--- src/rtl/sprite_motion_ctrl.sv ---
// Per-frame sprite position controller: steps the 4x4 sprite every FRAME_DIV frames,
// bounces it off the screen edges and accepts host teleport/direction commands.
module sprite_motion_ctrl #(
  parameter int XMAX      = 156,
  parameter int YMAX      = 116,
  parameter int X_INIT    = 78,
  parameter int Y_INIT    = 58,
  parameter int FRAME_DIV = 2
) (
  input  logic       VGA_CLK,
  input  logic       resetn,
  input  logic       frame_start,
  input  logic       pause,
  input  logic [1:0] speed,
  input  logic       cmd_valid,
  output logic       cmd_ready,
  input  logic [7:0] cmd_x,
  input  logic [6:0] cmd_y,
  input  logic       cmd_dx,
  input  logic       cmd_dy,
  output logic [7:0] x,
  output logic [6:0] y,
  output logic       dir_x,
  output logic       dir_y,
  output logic       hit
);

  localparam int CW = (FRAME_DIV > 1) ? $clog2(FRAME_DIV) : 1;
  localparam logic [CW-1:0] CNT_LAST = CW'(FRAME_DIV - 1);
  localparam logic [7:0]    XMAX_L   = 8'(XMAX);
  localparam logic [6:0]    YMAX_L   = 7'(YMAX);
  localparam logic [7:0]    XINIT_L  = 8'(X_INIT);
  localparam logic [6:0]    YINIT_L  = 7'(Y_INIT);

  typedef enum logic [2:0] {
    S_IDLE   = 3'd0,
    S_WAIT   = 3'd1,
    S_MOVE_X = 3'd2,
    S_MOVE_Y = 3'd3,
    S_COMMIT = 3'd4
  } state_t;

  state_t          r_state;
  state_t          w_state_next;
  logic [CW-1:0]   r_cnt;
  logic [7:0]      r_x;
  logic [6:0]      r_y;
  logic            r_dir_x;
  logic            r_dir_y;
  logic            r_hit;
  // Working copies updated during MOVE_X/MOVE_Y; outputs only follow at COMMIT.
  logic [7:0]      r_wx;
  logic [6:0]      r_wy;
  logic            r_wdx;
  logic            r_wdy;
  logic            r_bounce;
  logic [1:0]      r_speed;

  logic            w_accept;
  logic            w_frame_tick;
  logic [7:0]      w_cmd_x;
  logic [6:0]      w_cmd_y;
  logic signed [8:0] w_nx;
  logic signed [8:0] w_ny;

  assign cmd_ready    = (r_state == S_IDLE) || (r_state == S_WAIT);
  assign w_accept     = cmd_valid && cmd_ready;
  assign w_frame_tick = (r_state == S_WAIT) && !w_accept && !pause && frame_start;
  assign w_cmd_x      = (cmd_x > XMAX_L) ? XMAX_L : cmd_x;
  assign w_cmd_y      = (cmd_y > YMAX_L) ? YMAX_L : cmd_y;

  // MOVE_X uses the live speed; MOVE_Y uses the copy latched in MOVE_X.
  assign w_nx = r_wdx ? $signed({1'b0, r_wx} - {7'd0, speed})
                      : $signed({1'b0, r_wx} + {7'd0, speed});
  assign w_ny = r_wdy ? $signed({2'b00, r_wy} - {7'd0, r_speed})
                      : $signed({2'b00, r_wy} + {7'd0, r_speed});

  always_comb begin
    w_state_next = r_state;
    case (r_state)
      S_IDLE:   if (!w_accept && !pause) w_state_next = S_WAIT;
      S_WAIT: begin
        if (!w_accept) begin
          if (pause)
            w_state_next = S_IDLE;
          else if (frame_start && (r_cnt == CNT_LAST))
            w_state_next = S_MOVE_X;
        end
      end
      S_MOVE_X: w_state_next = S_MOVE_Y;
      S_MOVE_Y: w_state_next = S_COMMIT;
      S_COMMIT: w_state_next = S_WAIT;
      default:  w_state_next = S_WAIT;
    endcase
  end

  always_ff @(posedge VGA_CLK or negedge resetn) begin
    if (!resetn) begin
      r_state <= S_WAIT;
      r_cnt   <= '0;
    end else begin
      r_state <= w_state_next;
      if (w_frame_tick)
        r_cnt <= (r_cnt == CNT_LAST) ? '0 : r_cnt + 1'b1;
    end
  end

  always_ff @(posedge VGA_CLK or negedge resetn) begin
    if (!resetn) begin
      r_x      <= XINIT_L;
      r_y      <= YINIT_L;
      r_dir_x  <= 1'b0;
      r_dir_y  <= 1'b0;
      r_hit    <= 1'b0;
      r_wx     <= XINIT_L;
      r_wy     <= YINIT_L;
      r_wdx    <= 1'b0;
      r_wdy    <= 1'b0;
      r_bounce <= 1'b0;
      r_speed  <= 2'd0;
    end else begin
      r_hit <= 1'b0;
      if (w_accept) begin
        r_x     <= w_cmd_x;
        r_y     <= w_cmd_y;
        r_dir_x <= cmd_dx;
        r_dir_y <= cmd_dy;
        r_wx    <= w_cmd_x;
        r_wy    <= w_cmd_y;
        r_wdx   <= cmd_dx;
        r_wdy   <= cmd_dy;
      end
      case (r_state)
        S_MOVE_X: begin
          r_speed <= speed;
          if (w_nx > XMAX) begin
            r_wx     <= XMAX_L;
            r_wdx    <= ~r_wdx;
            r_bounce <= 1'b1;
          end else if (w_nx < 0) begin
            r_wx     <= 8'd0;
            r_wdx    <= ~r_wdx;
            r_bounce <= 1'b1;
          end else begin
            r_wx <= w_nx[7:0];
          end
        end
        S_MOVE_Y: begin
          if (w_ny > YMAX) begin
            r_wy     <= YMAX_L;
            r_wdy    <= ~r_wdy;
            r_bounce <= 1'b1;
          end else if (w_ny < 0) begin
            r_wy     <= 7'd0;
            r_wdy    <= ~r_wdy;
            r_bounce <= 1'b1;
          end else begin
            r_wy <= w_ny[6:0];
          end
        end
        S_COMMIT: begin
          r_x      <= r_wx;
          r_y      <= r_wy;
          r_dir_x  <= r_wdx;
          r_dir_y  <= r_wdy;
          r_hit    <= r_bounce;
          r_bounce <= 1'b0;
        end
        default: ;
      endcase
    end
  end

  assign x     = r_x;
  assign y     = r_y;
  assign dir_x = r_dir_x;
  assign dir_y = r_dir_y;
  assign hit   = r_hit;

endmodule

--- config.mk ---
export PLATFORM = sky130hd
export DESIGN_NAME = sprite_motion_ctrl
export DESIGN_NICKNAME = d
export VERILOG_FILES = /design/src/rtl/sprite_motion_ctrl.sv
export SDC_FILE = /design/constraint.sdc
export NUM_CORES = 1
export LEC_CHECK = 0
export CAP_MARGIN = 15
export CELL_PAD_IN_SITES_DETAIL_PLACEMENT = 2
export CELL_PAD_IN_SITES_GLOBAL_PLACEMENT = 2
export CORE_MARGIN = 4
export CORE_UTILIZATION = 30
export DETAILED_ROUTE_END_ITERATION = 12
export GPL_ROUTABILITY_DRIVEN = 1
export PLACE_DENSITY_LB_ADDON = 0.1
export SETUP_SLACK_MARGIN = 0.02
export SYNTH_ARGS = -nofsm -noshare
export SYNTH_HDL_FRONTEND = slang
export SYNTH_SLANG_ARGS = --single-unit
--- constraint.sdc ---
create_clock -name VGA_CLK -period 2.7 [get_ports VGA_CLK]
set_input_delay 0.675 -clock VGA_CLK [delete_from_list [all_inputs] [get_ports VGA_CLK]]
set_output_delay 0.675 -clock VGA_CLK [all_outputs]
set_load 0.02 [all_outputs]
Word level (Yosys, flattened, before mapping):

Cells that the tools add are included.

* flip-flop bits (word level): 42
* latch bits: 0
* memory bits (writable): 0
* memory bits (read-only): 0
* input port bits: 24
* logic and storage cells: 89
* memories kept: 0

* add/subtract/negate cells: 5
* multiply operators: 0
* divide/modulo/power cells: 0
* $lt $le $gt $ge: 6
* eq/ne operators: 9
* shift-type cells: 0
* multiplexer cells: 38
* bitwise logic cells: 2
* reduce and logical (&&, ||, !) cells: 16

Operators with widths (count)
* 8-bit 2-to-1 mux: 6
* 7-bit 2-to-1 mux: 6
* 9-bit by 1-bit less-than comparator with 1-bit output, second input constant: 2
* 1-bit 2-to-1 mux: 18
* 9-bit 2-to-1 mux: 2
* 3-bit 2-to-1 mux: 4
* 3-bit case mux with 4 select lines: 1
* 8-bit by 2-bit adder with 9-bit output: 1
* 9-bit by 8-bit greater-than comparator with 1-bit output, second input constant: 1
* 9-bit greater-than comparator, second input constant: 1
* 8-bit by 2-bit subtractor with 9-bit output: 1
* 7-bit by 2-bit adder with 8-bit output: 1
* 8-bit greater-than comparator, second input constant: 1
* 7-bit by 2-bit subtractor with 8-bit output: 1
* 7-bit greater-than comparator, second input constant: 1
* 3-bit by 2-bit equality test with 1-bit output, second input constant: 2
* 1-bit logical AND: 6
* 3-bit != test, second input constant: 2
* 3-bit AND reduction: 2
* 2-bit nonzero test: 3
* 3-bit by 1-bit equality test with 1-bit output, second input constant: 1
* 3-bit equality test, second input constant: 1
* 3-bit zero test: 1
* 3-bit by 2-bit != test with 1-bit output, second input constant: 1
* other kinds (8): 10

Longest topological paths before layout:

* word-level depth: 7
* mapped depth: 13
* depth with buffers taken out: 13

Worst setup path before layout:

Ideal clock, no wire load.

* path type: input to register
* from: in speed[0]
* to: reg r_bounce
* arrival time: 3175 ps
* slack: -601 ps
* stages on the path: 12
* buffers on the path: 0
* path through: inv_1 > ha_1 > mux2_2 > fa_1 > nand2b_1 > nand2b_1 > a21oi_1 > xor2_1 > a2111oi_0 > o31ai_1 > nand2_1 > o311a_1

* cells in the longest elaborated chain, start to end: 5
* elaborated cells on any way between the ends: 9
* those cells by class: 2 x add/sub; 2 x order compare; 1 x eq/ne; 3 x mux; 1 x reduce/logical

RTL lines
* start, declared: RTL line 14 `input logic [1:0] speed,`
* 8-bit by 2-bit adder with 9-bit output or 8-bit by 2-bit subtractor with 9-bit output (tied branches): RTL line 74, 73
* 9-bit 2-to-1 mux *: RTL line 73 `assign w_nx = r_wdx ? $signed({1'b0, r_wx} - {7'd0, speed})`
* 9-bit greater-than comparator or 9-bit by 1-bit less-than comparator with 1-bit output (tied branches): RTL line 136, 140
* 3-bit != test (no line) or 1-bit 2-to-1 mux (tied branches)
* 3-bit AND reduction (no line) or 1-bit case mux with 3 select lines (tied branches)
* end signal, assigned: RTL line 139 `r_bounce <= 1'b1;`
* end signal, assigned: RTL line 143 `r_bounce <= 1'b1;`
* end signal, assigned: RTL line 152 `r_bounce <= 1'b1;`
* end, declared: RTL line 56 `logic r_bounce;`

Mark *: on every way between the ends. The rest lies on a longest branch, timed or not.
A chain may end at the register's enable or synchronous reset.

Worst setup path after layout:

* from: in speed[1]
* to: reg r_bounce

The elaborated chain is that of the path after synthesis.

==> summary.txt <==
Run status
  – Run status: complete, but fails checks
  – Failing checks: negative setup slack

Timing
  – Final period util: 115%
  – Final Worst Setup Slack: -407 ps
  – RSZ-0062 raised after global routing: true
  – Hold Fails Final Rpt: 0
  – Finish-stage setup viols: 15
  – F_max: about 0.32 GHz
  – Rel. slew slack: between 60 and 70%
  – Setup TNS: -3980 ps
  – Clock Skews: between 8 and 9 ps
  – Slew @ Worst Pin: ~580 ps
  – Post-layout min period: ~3100 ps
  – Final slew viol count: 0
  – Final hold slack: 422 ps

Routing
  – Post-route DRC: 0
  – Vias per cell: roughly 5.5
  – Starting DRC count in detailed routing: about 110
  – DR vias: around 2800
  – WL final: 12.1 mm
  – Final ANT Viol Nets: 0
  – DRT Pass-1 Iters: 5
  – WL/cell: between 20 and 25 um

Power
  – Power Dens Cells: 1750 nW/um2
  – Tot Pwr: ~7.4 mW
  – VDD IR-drop max: roughly 0.53 mV
  – P_leak: 1.81 nW

Finish
  – Syn-to-layout area delta: 58.8%
  – Share of layout cells above drive strength 1: 39.3%
  – Nets@finish: between 400 and 500
  – Post-route insts no fill: 500
  – Antenna cells: 0

Job
  – Max Cap Viol: 0

Critical path
  – Crit-path max cell delay: 410 ps
  – CP most frequent cell: nand2b_4
  – Crit-path slowest cell: o31ai_4
  – Worst EP arrival: about 3300 ps
  – CP max FO: 3
  – Reg2reg setup slack: -270 ps
  – R2R cell count: 11
  – Crit-path cells: buf_12 > inv_12 > ha_4 > mux2_4 > fa_2 > nand2b_4 > nand2b_4 > a21oi_4 > xor2_2 > a2111oi_4 > o31ai_4 > buf_4 > nand2_4 > o311a_1
  – Worst reg2reg path startpoint: r_wy[0]$_DFFE_PN0P_
  – Crit Path Class: input port to register
  – Reg2reg end: r_wdy$_DFF_PN0_
  – CP endpoint kind: register
  – Startpoint Class: input port
  – Worst EP required: 2900 ps

Synth
  – Synth top area share: 23.5%
  – Yosys Warn Count: 0
  – Asr flop ratio synth: between 90% and 100%
  – Number of synthesized register bits: 42
  – Distinct cells, synth: 53
  – Synth area leaders: dfrtp_1, dfstp_2, ha_1
  – Syn nets: roughly 330
  – Top_reg_cell synth: dfrtp_1
  – EDFF count, synth: 0
  – Synthesized area: approximately 2700 um2
  – Post-Syn Instances: around 290
  – Post-synthesis sequential area ratio: slightly above 40%
  – Synthesized area per cell: 9.24 um2
  – Cell taking the most area after synthesis: dfrtp_1

Clock network
  – TritonCTS clock tree: yes
  – Number of CTS-inserted buffers: 5
  – CTS sink count: between 40 and 50
  – CTS root buf: clkbuf_8
  – CTS hold repair buffers: 0
  – Clk Latency, worst-skew pair: a little over 300 ps
  – Clock transition at path regs: 90 ps
  – H-tree Lvls: 2
  – Clock buffer depth: 2

Global route
  – Largest net degree at the start of global routing: 43
  – All-Layer GR Usage: between 20% and 30%
  – Initial antenna violation count: 0
  – Grt ovf: 0
  – Global-route wire length before repair: ~18 mm
  – Vias in the first global route: about 3100

Floorplan
  – Initial Utilization: between 30% and 40%
  – Num ports: 43
  – Die Y: 102 um
  – Core region area: 8680 um2
  – Full die area: about 10000 um2
  – # rows: 34
  – Die W: 102 um

Min path
  – Tightest Hold Check Type: input port to asynchronous set/reset pin

Place
  – Post-DP HPWL: roughly 7.6 mm
  – # port buffers: between 40 and 50
  – Final RePlAce weighted congestion: 0.890
  – Dpl cells: 480
-- layout by cell type (no fill, tap or decap), types with 3 or more instances in the layout --
cell              n
buf_4            59
clkdlybuf4s50_1  39
nand2_1          29
dfrtp_1          25
nor2_1           24
dfstp_2          17
inv_1            15
a21oi_1          14
a22oi_1           9
a221o_1           8
o21ai_0           7
ha_4              7
clkbuf_8          6
nand3_1           5
a21o_1            5
o21ai_1           5
a222oi_1          5
ha_1              5
buf_6             5
nor2b_1           4
o21a_1            4
o21ai_2           4
nand2b_4          4
nor3_1            4
o22ai_2           4
xnor2_1           3
and3_1            3
a21oi_4           3
xnor2_2           3
a21oi_2           3
and2_1            3
fa_2              3
buf_12            3
-- worst max-delay path, delay by kind of cell --
kind                       cells  cell delay [ps]
and+or+nand+nor                3              300
AOI/OAI and AO/OA              4              870
muxes                          1              280
adders and majority gates      2              540
xor gates and xnor gates       1              280
buffers and inverters          3              340
-- state kept, by name (all words and copies together) (netlist names) --
| name | flops |
|---|---|
| r_wx | 8 |
| x | 8 |
| r_wy | 7 |
| y | 7 |
| r_state | 3 |
| r_speed | 2 |
| dir_x | 1 |
| dir_y | 1 |
| hit | 1 |
| r_bounce | 1 |
| r_cnt | 1 |
| r_wdx | 1 |
| r_wdy | 1 |
-- through the flow --
stage                     cell area (um2)  utilization, %  worst slack, ps
after floorplan                      2770               -             -241
after global placement               3680            42.4             -922
after detailed placement             3680            42.4             -990
after CTS                            4050            46.6             -318
after global routing                 4230            48.7             -445
final                                4230            48.7             -407
-- area by class of cell --
| type | instances | area (um2) |
|---|---|---|
| clock buffer | 7 | 86.3 |
| clock inverter | 1 | 30.0 |
| fill | 911 | 4450 |
| inverter | 19 | 86.3 |
| multi-input combinational | 216 | 1860 |
| sequential | 42 | 1070 |
| tap | 108 | 135 |
| timing repair buffer | 107 | 955 |
-- how the worst max path moves through the flow --
stage | from | to | slack [ps] | cells past startpoint
floorplan | speed[1] | r_bounce$_DFFE_PN0P_ | -240 | 12
global placement | speed[1] | r_wx[0]$_DFFE_PN0P_ | -920 | 15
detailed placement | speed[1] | r_bounce$_DFFE_PN0P_ | -990 | 14
CTS | speed[1] | r_wdx$_DFF_PN0_ | -320 | 15
global route | speed[1] | r_bounce$_DFFE_PN0P_ | -450 | 14
finish | speed[1] | r_bounce$_DFFE_PN0P_ | -410 | 14
-- cells in the mapped netlist (2+ instances only) --
library cell and number:
inv_1 19, a21o_1 5, o211ai_1 2, o22ai_1 4
a211o_1 2, nand3_1 6, a222oi_1 5, a22oi_1 9
fa_1 3, clkbuf_1 8, xor2_1 2, xnor2_1 7
a211oi_1 4, o31ai_1 2, o2111ai_1 2, ha_1 13
nor2_1 25, o21ai_0 15, dfrtp_1 25, and2_1 5
nor2b_1 4, a21oi_1 20, nand2_1 31, a311o_1 2
nor3b_1 2, dfstp_2 17, nor3_1 6, o21a_1 4
and3_1 3, a221o_1 8, nand2b_1 6
-- metal layers --
metal	up-vias	wire, um	GRT usage, %
li1	1264	-	-
met2	67	5930	37.6
met5	-	0	0
met1	1409	5450	31.1
met4	0	249	6.16
met3	15	478	3.07
-- report_power, final --
group          leakage, nW  switching (mW)  internal (mW)
clock               0.0585           0.257          0.302
sequential           0.484           0.339           1.03
combinational         1.27            2.78           2.69
-- logic make-up (layout without fill, tap and decap cells) --
group	Yosys count	in the layout	share of synthesized area, %
adders and majority gates	16	16	8.37
buffers and inverters	30	134	4.70
DFF	42	42	40.3
AOI/OAI and AO/OA	94	94	25.5
and+or+nand+nor	95	95	17.3
xor gates and xnor gates	9	9	2.96
muxes	2	2	0.799
-- what timing repair did --
item | in CTS | in global routing
pin swaps | 25 | 23
buffers inserted | 10 | 5
gates resized for setup | 45 | 33
setup endpoints to repair | 15 | 15
Power figures use the tool's default switching activity.
